### src/rtl/riscv_pkg.sv
// riscv_pkg: opcodes, funct codes, FSM states, ALU ops and immediate decode for the multicycle core
package riscv_pkg;

    localparam logic [6:0] OP_R      = 7'b0110011;
    localparam logic [6:0] OP_I      = 7'b0010011;
    localparam logic [6:0] OP_LOAD   = 7'b0000011;
    localparam logic [6:0] OP_STORE  = 7'b0100011;
    localparam logic [6:0] OP_BRANCH = 7'b1100011;
    localparam logic [6:0] OP_LUI    = 7'b0110111;
    localparam logic [6:0] OP_JAL    = 7'b1101111;
    localparam logic [6:0] OP_JALR   = 7'b1100111;
    localparam logic [6:0] OP_SYSTEM = 7'b1110011;

    localparam logic [2:0] F3_ADD  = 3'b000;
    localparam logic [2:0] F3_SLL  = 3'b001;
    localparam logic [2:0] F3_WORD = 3'b010;
    localparam logic [2:0] F3_SR   = 3'b101;
    localparam logic [2:0] F3_JALR = 3'b000;

    localparam logic [2:0] F3_BEQ  = 3'b000;
    localparam logic [2:0] F3_BNE  = 3'b001;
    localparam logic [2:0] F3_BLT  = 3'b100;
    localparam logic [2:0] F3_BGE  = 3'b101;
    localparam logic [2:0] F3_BLTU = 3'b110;

    localparam logic [6:0] F7_BASE = 7'b0000000;
    localparam logic [6:0] F7_ALT  = 7'b0100000;

    localparam logic [31:0] INSN_ECALL  = 32'h0000_0073;
    localparam logic [31:0] INSN_EBREAK = 32'h0010_0073;

    typedef enum logic [2:0] {
        S_FETCH, S_DECODE, S_EXEC, S_MEM, S_WB, S_HALT, S_TRAP
    } state_e;

    // Encoded as {funct7[5], funct3} so R/I decode is a direct concatenation
    typedef enum logic [3:0] {
        ALU_ADD  = 4'b0000,
        ALU_SLL  = 4'b0001,
        ALU_SLT  = 4'b0010,
        ALU_SLTU = 4'b0011,
        ALU_XOR  = 4'b0100,
        ALU_SRL  = 4'b0101,
        ALU_OR   = 4'b0110,
        ALU_AND  = 4'b0111,
        ALU_SUB  = 4'b1000,
        ALU_SRA  = 4'b1101
    } alu_op_e;

    function automatic logic [31:0] imm32(input logic [31:0] ir);
        logic [6:0] op;
        op = ir[6:0];
        return op == OP_STORE  ? {{20{ir[31]}}, ir[31:25], ir[11:7]} :
               op == OP_BRANCH ? {{19{ir[31]}}, ir[31], ir[7], ir[30:25], ir[11:8], 1'b0} :
               op == OP_LUI    ? {ir[31:12], 12'b0} :
               op == OP_JAL    ? {{11{ir[31]}}, ir[31], ir[19:12], ir[20], ir[30:21], 1'b0} :
                                 {{20{ir[31]}}, ir[31:20]};
    endfunction

endpackage

### src/rtl/riscv_alu.sv
// riscv_alu: combinational ALU with branch comparison flags
module riscv_alu
    import riscv_pkg::*;
#(
    parameter int XLEN = 32
) (
    input  alu_op_e         op,
    input  logic [XLEN-1:0] a,
    input  logic [XLEN-1:0] b,
    output logic [XLEN-1:0] y,
    output logic            eq,
    output logic            lt,
    output logic            ltu
);

    localparam int SW = $clog2(XLEN);

    logic [SW-1:0] sh;

    assign sh  = b[SW-1:0];
    assign eq  = a == b;
    assign lt  = $signed(a) < $signed(b);
    assign ltu = a < b;

    // Result select for the arithmetic, logic, shift and compare ops
    always_comb begin
        y = a + b;
        case (op)
            ALU_SUB:  y = a - b;
            ALU_SLL:  y = a << sh;
            ALU_SRL:  y = a >> sh;
            ALU_SRA:  y = $signed(a) >>> sh;
            ALU_SLT:  y = XLEN'(lt);
            ALU_SLTU: y = XLEN'(ltu);
            ALU_XOR:  y = a ^ b;
            ALU_OR:   y = a | b;
            ALU_AND:  y = a & b;
            default:  y = a + b;
        endcase
    end

endmodule

### src/rtl/riscv_multicycle_core.sv
// riscv_multicycle_core: multicycle RV32I-subset CPU sharing one req/ready memory port for fetch and data
module riscv_multicycle_core
    import riscv_pkg::*;
#(
    parameter int                XLEN     = 32,
    parameter int                NREGS    = 32,
    parameter int                ADDR_W   = 32,
    parameter logic [ADDR_W-1:0] RESET_PC = '0
) (
    input  logic              clock,
    input  logic              reset,
    output logic              mem_req,
    output logic              mem_we,
    output logic [ADDR_W-1:0] mem_addr,
    output logic [XLEN-1:0]   mem_wdata,
    input  logic [XLEN-1:0]   mem_rdata,
    input  logic              mem_ready,
    output logic              halted,
    output logic              trap,
    output logic [ADDR_W-1:0] trap_pc
);

    localparam int RW = $clog2(NREGS);

    state_e state, state_n;

    logic [ADDR_W-1:0] pc, pc_old, target;
    logic [31:0]       ir;
    logic [XLEN-1:0]   rs1_q, rs2_q, imm, alu_out, mdr;
    logic [XLEN-1:0]   regs [NREGS];
    logic [XLEN-1:0]   alu_a, alu_b, alu_y;
    alu_op_e           alu_op;
    logic              eq, lt, ltu, taken, redirect, misaligned, legal;

    logic [6:0]    opcode, f7;
    logic [2:0]    f3;
    logic [RW-1:0] rd, rs1, rs2;
    logic          is_r, is_i, is_load, is_store, is_branch, is_lui, is_jal, is_jalr, is_system;

    assign opcode    = ir[6:0];
    assign f3        = ir[14:12];
    assign f7        = ir[31:25];
    assign rd        = ir[7 +: RW];
    assign rs1       = ir[15 +: RW];
    assign rs2       = ir[20 +: RW];
    assign is_r      = opcode == OP_R;
    assign is_i      = opcode == OP_I;
    assign is_load   = opcode == OP_LOAD;
    assign is_store  = opcode == OP_STORE;
    assign is_branch = opcode == OP_BRANCH;
    assign is_lui    = opcode == OP_LUI;
    assign is_jal    = opcode == OP_JAL;
    assign is_jalr   = opcode == OP_JALR;
    assign is_system = opcode == OP_SYSTEM;

    // Legality of the latched instruction; anything not listed traps
    always_comb begin
        legal = 1'b0;
        case (opcode)
            OP_R:              legal = f7 == F7_BASE || (f7 == F7_ALT && (f3 == F3_ADD || f3 == F3_SR));
            OP_I:              legal = f3 == F3_SLL ? f7 == F7_BASE : f3 == F3_SR ? (f7 == F7_BASE || f7 == F7_ALT) : 1'b1;
            OP_LOAD, OP_STORE: legal = f3 == F3_WORD;
            OP_BRANCH:         legal = f3 != 3'b010 && f3 != 3'b011;
            OP_LUI, OP_JAL:    legal = 1'b1;
            OP_JALR:           legal = f3 == F3_JALR;
            OP_SYSTEM:         legal = ir == INSN_ECALL || ir == INSN_EBREAK;
            default:           legal = 1'b0;
        endcase
    end

    // funct7[5] only selects SUB/SRA; for I-type non-shifts that bit is immediate data
    assign alu_op = (is_r || is_i) ? alu_op_e'({(is_r || f3 == F3_SR) && f7[5], f3}) : ALU_ADD;
    assign alu_a  = is_lui ? '0 : rs1_q;
    assign alu_b  = (is_r || is_branch) ? rs2_q : imm;

    riscv_alu #(.XLEN(XLEN)) u_alu (
        .op (alu_op),
        .a  (alu_a),
        .b  (alu_b),
        .y  (alu_y),
        .eq (eq),
        .lt (lt),
        .ltu(ltu)
    );

    assign taken = f3 == F3_BEQ  ? eq :
                   f3 == F3_BNE  ? !eq :
                   f3 == F3_BLT  ? lt :
                   f3 == F3_BGE  ? !lt :
                   f3 == F3_BLTU ? ltu : !ltu;

    assign target     = is_jalr ? {alu_y[ADDR_W-1:1], 1'b0} : pc_old + imm[ADDR_W-1:0];
    assign redirect   = is_jal || is_jalr || (is_branch && taken);
    assign misaligned = redirect && target[1:0] != 2'b00;

    // State register
    always_ff @(posedge clock) begin
        if (reset) state <= S_FETCH;
        else       state <= state_n;
    end

    // Next-state: wait on memory in FETCH/MEM, HALT and TRAP are terminal until reset
    always_comb begin
        state_n = state;
        case (state)
            S_FETCH:  state_n = mem_ready ? S_DECODE : S_FETCH;
            S_DECODE: state_n = !legal ? S_TRAP : is_system ? S_HALT : S_EXEC;
            S_EXEC:   state_n = misaligned ? S_TRAP : (is_load || is_store) ? S_MEM : is_branch ? S_FETCH : S_WB;
            S_MEM:    state_n = !mem_ready ? S_MEM : is_load ? S_WB : S_FETCH;
            S_WB:     state_n = S_FETCH;
            default:  state_n = state;
        endcase
    end

    // Outputs: the request is dropped combinationally while reset is held so an access in flight is abandoned
    always_comb begin
        mem_req   = !reset && (state == S_FETCH || state == S_MEM);
        mem_we    = !reset && state == S_MEM && is_store;
        mem_addr  = {(state == S_MEM ? alu_out[ADDR_W-1:2] : pc[ADDR_W-1:2]), 2'b00};
        mem_wdata = rs2_q;
        halted    = state == S_HALT;
        trap      = state == S_TRAP;
    end

    // Datapath and register file; each state updates only its own registers
    always_ff @(posedge clock) begin
        if (reset) begin
            pc      <= RESET_PC;
            pc_old  <= '0;
            ir      <= '0;
            rs1_q   <= '0;
            rs2_q   <= '0;
            imm     <= '0;
            alu_out <= '0;
            mdr     <= '0;
            trap_pc <= '0;
            for (int i = 0; i < NREGS; i++) regs[i] <= '0;
        end else begin
            case (state)
                S_FETCH: if (mem_ready) begin
                    ir     <= mem_rdata[31:0];
                    pc_old <= pc;
                    pc     <= pc + ADDR_W'(4);
                end
                S_DECODE: begin
                    rs1_q <= regs[rs1];
                    rs2_q <= regs[rs2];
                    imm   <= XLEN'($signed(imm32(ir)));
                    if (!legal) trap_pc <= pc_old;
                end
                S_EXEC: begin
                    alu_out <= (is_jal || is_jalr) ? XLEN'(pc) : alu_y;
                    if (misaligned)    trap_pc <= pc_old;
                    else if (redirect) pc      <= target;
                end
                S_MEM: if (mem_ready && is_load) mdr <= mem_rdata;
                S_WB: if (rd != '0) regs[rd] <= is_load ? mdr : alu_out;
                default: ;
            endcase
        end
    end

endmodule
### config.mk
export PLATFORM = sky130hd
export DESIGN_NAME = riscv_multicycle_core
export DESIGN_NICKNAME = d
export VERILOG_FILES = /design/src/rtl/riscv_pkg.sv /design/src/rtl/riscv_alu.sv /design/src/rtl/riscv_multicycle_core.sv
export SDC_FILE = /design/constraint.sdc
export NUM_CORES = 2
export LEC_CHECK = 0
export CELL_PAD_IN_SITES_DETAIL_PLACEMENT = 1
export CELL_PAD_IN_SITES_GLOBAL_PLACEMENT = 2
export CORE_AREA = 8 8 379 473
export DETAILED_ROUTE_END_ITERATION = 6
export DIE_AREA = 0 0 387 481
export DONT_BUFFER_PORTS = 1
export PLACE_DENSITY_LB_ADDON = 0.1
export SLEW_MARGIN = 25
export SYNTH_ARGS = -nofsm -noshare
export SYNTH_HDL_FRONTEND = slang
export SYNTH_SLANG_ARGS = --single-unit
export TNS_END_PERCENT = 5
### constraint.sdc
create_clock -name clock -period 6.8 [get_ports clock]
set_input_delay 0.68 -clock clock [delete_from_list [all_inputs] [get_ports clock]]
set_output_delay 0.68 -clock clock [all_outputs]
set_load 0.01 [all_outputs]
---- Word level (Yosys, flattened, before mapping) ----
Memory sizes are Yosys's and may differ from the RTL's. A register that Yosys moved wholly into a read port is not among the register bits.
Cells that the tools add are included.
storage, ports and cells
  flip-flop bits (word level) ............. 227
  bits in writable memories ............... 1024
  input bits .............................. 35
  output and inout bits ................... 100
  logic and storage cells ................. 145
  memories kept ........................... 1
memory list
  memory  depth  bits a word  rd ports  clocked after Yosys merged registers in  wr ports  line                         text
  regs    32     32           2         2                                        32        riscv_multicycle_core.sv:30  logic [XLEN-1:0] regs [NREGS];
cells by class
  $add $sub $neg .......................... 4
  $lt $le $gt $ge ......................... 2
  eq/ne operators ......................... 40
  shift-type cells ........................ 3
  muxes and demuxes ....................... 45
  bitwise logic cells ..................... 3
  reductions and logical operators ........ 39
operators by type and width
  operator                 number
  $mux W32                 11
  $pmux W32 S9             1
  $pmux W32 S2             2
  $mux W31                 3
  $add A32 B32 Y32         2
  $lt A32 B32 Y1           2
  $add A32 B3 Y32 const B  1
  $and A32 B32 Y32         1
  $eq A32 B21 Y1 const B   1
  $eq A32 B32 Y1           1
  $eq A32 B7 Y1 const B    1
  $or A32 B32 Y32          1
  $reduce_or A32 Y1        1
  $shl A32 B5 Y32          1
  $shr A32 B5 Y32          1
  $sshr A32 B5 Y32         1
  $sub A32 B32 Y32         1
  $xor A32 B32 Y32         1
  $mux W30                 1
  $eq A7 B6 Y1 const B     4
  $eq A7 B7 Y1 const B     4
  $mux W3                  7
  $mux W20                 1
  $eq A3 B3 Y1 const B     6
  26 further kinds         80

---- Logic depth before layout (Yosys ltp) ----
  depth after elaboration ................. 15
  mapped depth ............................ 23
  mapped depth without buffers ............ 18

---- Cells and area by module ----
A second synthesis with hierarchy kept.
second synthesis, totals
  cell total of the unflattened synthesis .. 6360
  area, all modules ....................... 75112.0 um^2
by module, submodules not included
  module                 times used  cells each  area an instance (um^2)  sequential area each (um^2)
  riscv_multicycle_core  1           5064        66236.0                  36575.1
  riscv_alu              1           1296        8876.0                   0.0

---- Least setup slack after synthesis ----
Ideal clock, no wire load.
  path kind ............................... register to register
  start ................................... register ir[3]
  end ..................................... register trap_pc[27]
  arrival ................................. 5.116 ns
  data required time ...................... 6.672 ns
  slack ................................... 1.556 ns
  cell stages (with the launch flop) ...... 21
  period minus slack after synthesis ...... 5.244 ns
  cell sequence ........................... dfxtp_1 > buf_2 > nand4b_1 > nor3_1 > clkbuf_1 > clkbuf_1 > nand2_1 > nand2_1 > ha_1 > clkbuf_1 > or4_1 > nor3_1 > nand2_1 > or2_1 > o211ai_1 > mux2_2 > a211o_2 > a31oi_4 > buf_6 > mux2i_1 > nor2_1
on the way
  longest elaborated chain between the ends .. 15
ends and longest elaborated chain
  item                                          line                                                                                   text
  from (decl)                                   riscv_multicycle_core.sv:28                                                            logic [31:0] ir;
  from (signal assigned)                        riscv_multicycle_core.sv:141                                                           ir <= mem_rdata[31:0];
  $eq A7 B6 Y1 or $eq A7 B7 Y1 (tied branches)  riscv_multicycle_core.sv:46, riscv_multicycle_core.sv:59, riscv_multicycle_core.sv:50
  $logic_or A1 B1 Y1                            riscv_multicycle_core.sv:74                                                            assign alu_b = (is_r || is_branch) ? rs2_q : imm;
  $mux W32                                      riscv_multicycle_core.sv:74
  $lt A32 B32 Y1                                riscv_alu.sv:23                                                                        assign ltu = a < b;
  $logic_not A1 Y1                              riscv_multicycle_core.sv:90                                                            f3 == F3_BLTU ? ltu : !ltu;
  $mux W1                                       riscv_multicycle_core.sv:90
  $mux W1                                       riscv_multicycle_core.sv:89                                                            f3 == F3_BGE ? !lt :
  $mux W1                                       riscv_multicycle_core.sv:88                                                            f3 == F3_BLT ? lt :
  $mux W1                                       riscv_multicycle_core.sv:87                                                            f3 == F3_BNE ? !eq :
  $mux W1                                       riscv_multicycle_core.sv:86                                                            assign taken = f3 == F3_BEQ ? eq :
  $logic_and A1 B1 Y1                           riscv_multicycle_core.sv:93                                                            assign redirect = is_jal || is_jalr || (is_branch && taken);
  $logic_or A1 B1 Y1                            riscv_multicycle_core.sv:93
  $logic_and A1 B1 Y1                           riscv_multicycle_core.sv:94                                                            assign misaligned = redirect && target[1:0] != 2'b00;
  $ne A2 B2 Y1 (no line)                        --
  $reduce_and A3 Y1 (no line) *                 --
  to (signal assigned)                          riscv_multicycle_core.sv:149                                                           if (!legal) trap_pc <= pc_old;
  to (signal assigned)                          riscv_multicycle_core.sv:153                                                           if (misaligned) trap_pc <= pc_old;
  to (decl)                                     riscv_multicycle_core.sv:20                                                            output logic [ADDR_W-1:0] trap_pc
Every way passes the cells marked *; elsewhere a longest branch is shown, timed or not.
A chain may end at the register's enable or synchronous reset.

---- Final worst setup path ----
  start ................................... register ir[5]
  end ..................................... register pc[9]
on the way
  longest elaborated chain between the ends .. 15
ends and longest elaborated chain
  item                                          line                                                      text
  $eq A7 B6 Y1 or $eq A7 B7 Y1 (tied branches)  riscv_multicycle_core.sv:46, riscv_multicycle_core.sv:50
  $logic_or A1 B1 Y1                            riscv_multicycle_core.sv:74
  $mux W32                                      riscv_multicycle_core.sv:74
  $lt A32 B32 Y1                                riscv_alu.sv:23
  $logic_not A1 Y1                              riscv_multicycle_core.sv:90
  $mux W1                                       riscv_multicycle_core.sv:90
  $mux W1                                       riscv_multicycle_core.sv:89
  $mux W1                                       riscv_multicycle_core.sv:88
  $mux W1                                       riscv_multicycle_core.sv:87
  $mux W1                                       riscv_multicycle_core.sv:86
  $logic_and A1 B1 Y1                           riscv_multicycle_core.sv:93
  $logic_or A1 B1 Y1                            riscv_multicycle_core.sv:93
  $logic_and A1 B1 Y1                           riscv_multicycle_core.sv:94
  $ne A2 B2 Y1 (no line)                        --
  $reduce_and A4 Y1 (no line)                   --
  to (signal assigned)                          riscv_multicycle_core.sv:143                              pc <= pc + ADDR_W'(4);
  to (signal assigned)                          riscv_multicycle_core.sv:154                              else if (redirect) pc <= target;
  to (decl)                                     riscv_multicycle_core.sv:27                               logic [ADDR_W-1:0] pc, pc_old, target;
Several ways; a longest one is shown, not always the timed one. The select of a mux whose other input is x is not followed.

==> summary by stage <==
Route
The first-pass iteration count of the detailed router is 6. The final route contains 62600 vias. The overall routed net length is 366000 um. The remaining design rule violation count is 0.

The remaining antenna violation count is 0. The routed length per placed instance is 40.8 um. Dividing the detail-routed via count by the number of cells gives 6.98. The violation count after the first detailed-route iteration is 7206.

Cells and area
The final-stage net count is 6767. Summing all non-filler instances in the final layout gives an area of 0.0850 mm^2. The synthesis-to-layout area growth is 10.9%. The fraction of final layout cells sized beyond drive strength 1 is 0.200.

The number of filler instances in the final layout is 17700. The most frequent standard cell in the layout excluding fill and tap cells is sky130_fd_sc_hd__nor2_1. The library cells used most frequently in the layout, excluding fill and tap cells, are sky130_fd_sc_hd__nor2_1, sky130_fd_sc_hd__edfxtp_1, sky130_fd_sc_hd__mux4_2.

Worst setup path
The data arrival time at the worst-slack endpoint is 7.22 ns. The depth of the worst register-to-register path is 16. Along the worst path, the maximum fanout reaches 49.

The category of the worst setup path capture point is a flop. Together, buffers and inverters on the worst path number 3. The signal on the critical path passes through and4b_1, buf_4, and4_1, or2_2, buf_4, ha_1, a21oi_1, o21ai_0, a221oi_1, o221ai_1, o22ai_1, buf_4, a22o_1, a21o_1, nand2_1, o22ai_1. In this design, the largest share of critical-path delay is due to compound AO/OA/AOI/OAI gates. The worst register-to-register path begins at ir[5]$_SDFFE_PP0P_. The largest stage delay on the critical path is 0.82 ns. Setup slack on the worst reg-to-reg path comes out at 0.33 ns.

The category of the worst setup path launch point is a flop. The total stage count of the critical path is 16. Tracing the worst setup path back leads to its startpoint at ir[5]$_SDFFE_PP0P_.

The setup path with the least slack is of type flop to flop. The critical-path cell with the highest stage delay is sky130_fd_sc_hd__o22ai_1. The most numerous cell type found on the critical path is sky130_fd_sc_hd__buf_4. The required time of the critical path is 7.55 ns.

Clock tree
The source-to-sink clock delay at the later pin of the worst-skew pair is 0.84 ns. The clock transition at the registers of the reported paths is 0.06 ns. The depth of the CTS H-tree is 4. No sink is reached through more buffers than the 3 on the longest clock path. The clock net in this run drives a total of 1315 sinks. Counting the buffers created by CTS gives 143. The number of gates resized after CTS is 0.

TritonCTS built the clock tree. The tree is rooted in a sky130_fd_sc_hd__clkbuf_16.

GRT
The number of global-route vias before repair is 63600. The first global-routing pass estimated 506000 um of wire. For this run, the total global-route usage over all layers was measured as 0.384.

Entering global routing, the biggest net connects 158 pins. For this run the aggregate overflow at the end of global routing stands at 0. The number of antenna violations at the first check in global routing is 28.

Floorplan
The starting density of the core is 0.448. The I/O pin count is 135. The core outline area is 0.171 mm^2. After floorplanning, the core was divided into 170 placement rows.

The die covers 0.186 mm^2. The die outline width is 387 um. The chip height is 481 um.

Synthesis
The library cell with the largest summed area after synthesis is sky130_fd_sc_hd__edfxtp_1. The top flip-flop cell by instance count after synthesis is sky130_fd_sc_hd__edfxtp_1. Counting flops with an async set or reset pin after synthesis yields a share of 0. Averaged over all synthesized cells, the footprint is 11.3 um^2. The area of the mapped netlist is 0.0767 mm^2.

The number of warning messages in the yosys log is 0. The number of flops mapped to enable cells by yosys is 1024. Ranked by total cell area, the synthesized netlist is headed by sky130_fd_sc_hd__edfxtp_1, sky130_fd_sc_hd__mux4_2, sky130_fd_sc_hd__dfxtp_1. Of the synthesized area, sequential elements account for 0.477. The number of library cell types mapped by synthesis is 102.

The share of Yosys cell area claimed by the top area cell type is 0.401. The synthesized design contains 1315 register bits. The number of cells produced by synthesis is 6773.

Placement
The post-DP HPWL is 251000 um. During placement, the flow inserted port buffers numbering 0. The setup slack after placement is 0.587 ns. After detailed placement, the total cell area comes to 0.0799 mm^2. The final weighted congestion in routability-driven placement is 1.03.

Power and ir drop
The cell leakage power is 27.8 nW. The areal power density over the cells is 270 mW/mm^2. The maximum vdd drop is 252 uV.

STA
For this run, the top clock speed supported by timing is 154 MHz. The final hold slack is 0.0596 ns. The max-slew violation count is 0. Setup violations remaining at the end of the flow were counted as 0. The final total negative setup slack is 0 ns.

The number of hold-slack violations in the final timing report is 0. The post-layout minimum cycle time is 6.47 ns. The actual transition at the worst max-transition pin is 1.23 ns.

The worst path meets setup with 0.326 ns of slack. The tightest slew margin relative to the limit is 0.178. The final critical-path share of the clock period is 0.952. The clock arrives with 0.0503 ns of skew. Setup repair after global routing left no endpoint under its margin.

Job
The max-cap check violation count is 0.

Worst hold path
Along the worst hold path, the cell count comes to 2. The tightest min-delay check is of the input pin to flop type. The startpoint of the most critical hold path is mem_rdata[3].

Outcome
The run finished with clean final reports.
worst reg2reg max path, cell delays in order (launching register included):
cell                       delay (ns)
sky130_fd_sc_hd__dfxtp_1         0.60
sky130_fd_sc_hd__and4b_1         0.34
sky130_fd_sc_hd__buf_4           0.38
sky130_fd_sc_hd__and4_1          0.34
sky130_fd_sc_hd__or2_2           0.16
sky130_fd_sc_hd__buf_4           0.54
sky130_fd_sc_hd__ha_1            0.42
sky130_fd_sc_hd__a21oi_1         0.19
sky130_fd_sc_hd__o21ai_0         0.10
sky130_fd_sc_hd__a221oi_1        0.42
sky130_fd_sc_hd__o221ai_1        0.19
sky130_fd_sc_hd__o22ai_1         0.82
sky130_fd_sc_hd__buf_4           0.26
sky130_fd_sc_hd__a22o_1          0.22
sky130_fd_sc_hd__a21o_1          0.72
sky130_fd_sc_hd__nand2_1         0.45
sky130_fd_sc_hd__o22ai_1         0.26
worst paths after layout:
path / endpoint
max: pc[9]$_SDFFE_PP0P_
min reg2reg: mdr[21]$_SDFFE_PP0P_
max reg2reg: pc[9]$_SDFFE_PP0P_
min: ir[3]$_SDFFE_PP0P_
sequential cells by signal, summed over array words and instances (netlist names):
register,count
regs,1024
alu_out,32
imm,32
ir,32
mdr,32
mem_wdata,32
pc,32
pc_old,32
rs1_q,32
trap_pc,32
state,3
cells by family (layout without fill, tap and decap cells):
group                      Yosys count  in the layout  share of synthesized area
and+or+nand+nor                   2366           2366                      0.129
DFF                               1315           1315                      0.477
AOI/OAI and AO/OA                 1246           1246                      0.107
muxes                              870            870                      0.219
buffers and inverters              791            698                     0.0403
adders and majority gates          131            131                     0.0217
xor gates and xnor gates            53             53                    0.00605
other                                1             50                  0.0000489
stage by stage:
| step | utilization | std cells | power [W] |
|---|---|---|---|
| 2_1_floorplan | - | 6806 | 0.0127 |
| 3_3_place_gp | 0.466 | 8646 | 0.0151 |
| 3_5_place_dp | 0.467 | 8653 | 0.0151 |
| 4_1_cts | 0.496 | 8945 | 0.0229 |
| 5_1_grt | 0.497 | 8952 | 0.0235 |
| 6_report | 0.497 | 8965 | 0.0230 |
per-layer routing:
metal	wire, um	global-route usage
met1	127000	0.446
met2	176000	0.638
met3	32400	0.0792
met4	30700	0.265
met5	48	0
synth_stat cells (45+ instances only):
| cell | number |
|---|---|
| sky130_fd_sc_hd__a21oi_1 | 377 |
| sky130_fd_sc_hd__o211ai_1 | 52 |
| sky130_fd_sc_hd__mux2i_1 | 188 |
| sky130_fd_sc_hd__o21ai_0 | 201 |
| sky130_fd_sc_hd__ha_1 | 128 |
| sky130_fd_sc_hd__nor3_1 | 62 |
| sky130_fd_sc_hd__a211oi_1 | 114 |
| sky130_fd_sc_hd__nand2_1 | 608 |
| sky130_fd_sc_hd__a31oi_1 | 45 |
| sky130_fd_sc_hd__mux4_2 | 641 |
| sky130_fd_sc_hd__buf_2 | 51 |
| sky130_fd_sc_hd__nand2b_1 | 52 |
| sky130_fd_sc_hd__nand3_1 | 108 |
| sky130_fd_sc_hd__inv_1 | 125 |
| sky130_fd_sc_hd__nor2_1 | 1316 |
| sky130_fd_sc_hd__buf_1 | 80 |
| sky130_fd_sc_hd__o22ai_1 | 55 |
| sky130_fd_sc_hd__clkbuf_1 | 512 |
| sky130_fd_sc_hd__dfxtp_1 | 291 |
| sky130_fd_sc_hd__edfxtp_1 | 1024 |
final cells by class:
| class | count | area, um^2 | share of cell area |
|---|---|---|---|
| inverters | 133 | 500 | 0.00588 |
| repair buffers | 308 | 2670 | 0.0314 |
| flip-flops and latches | 1315 | 36600 | 0.431 |
| multi-input cells | 4700 | 37800 | 0.444 |
| clock inverters | 70 | 774 | 0.00911 |
| clock buffers | 187 | 3850 | 0.0453 |
| diodes | 16 | 40.0 | 0.000471 |
| well taps | 2236 | 2800 | 0.0329 |
power breakdown:
group / internal, W / switching, W
Sequential: 0.00898 / 0.000604
Combinational: 0.00198 / 0.00361
Clock: 0.00432 / 0.00351
Total: 0.0153 / 0.00772
timing repair:
item,4_1_cts,5_1_grt
hold buffers,35,0
hold endpoints to repair,168,0
setup buffers,0,0
No activity file was read; power rests on OpenSTA's default activity.
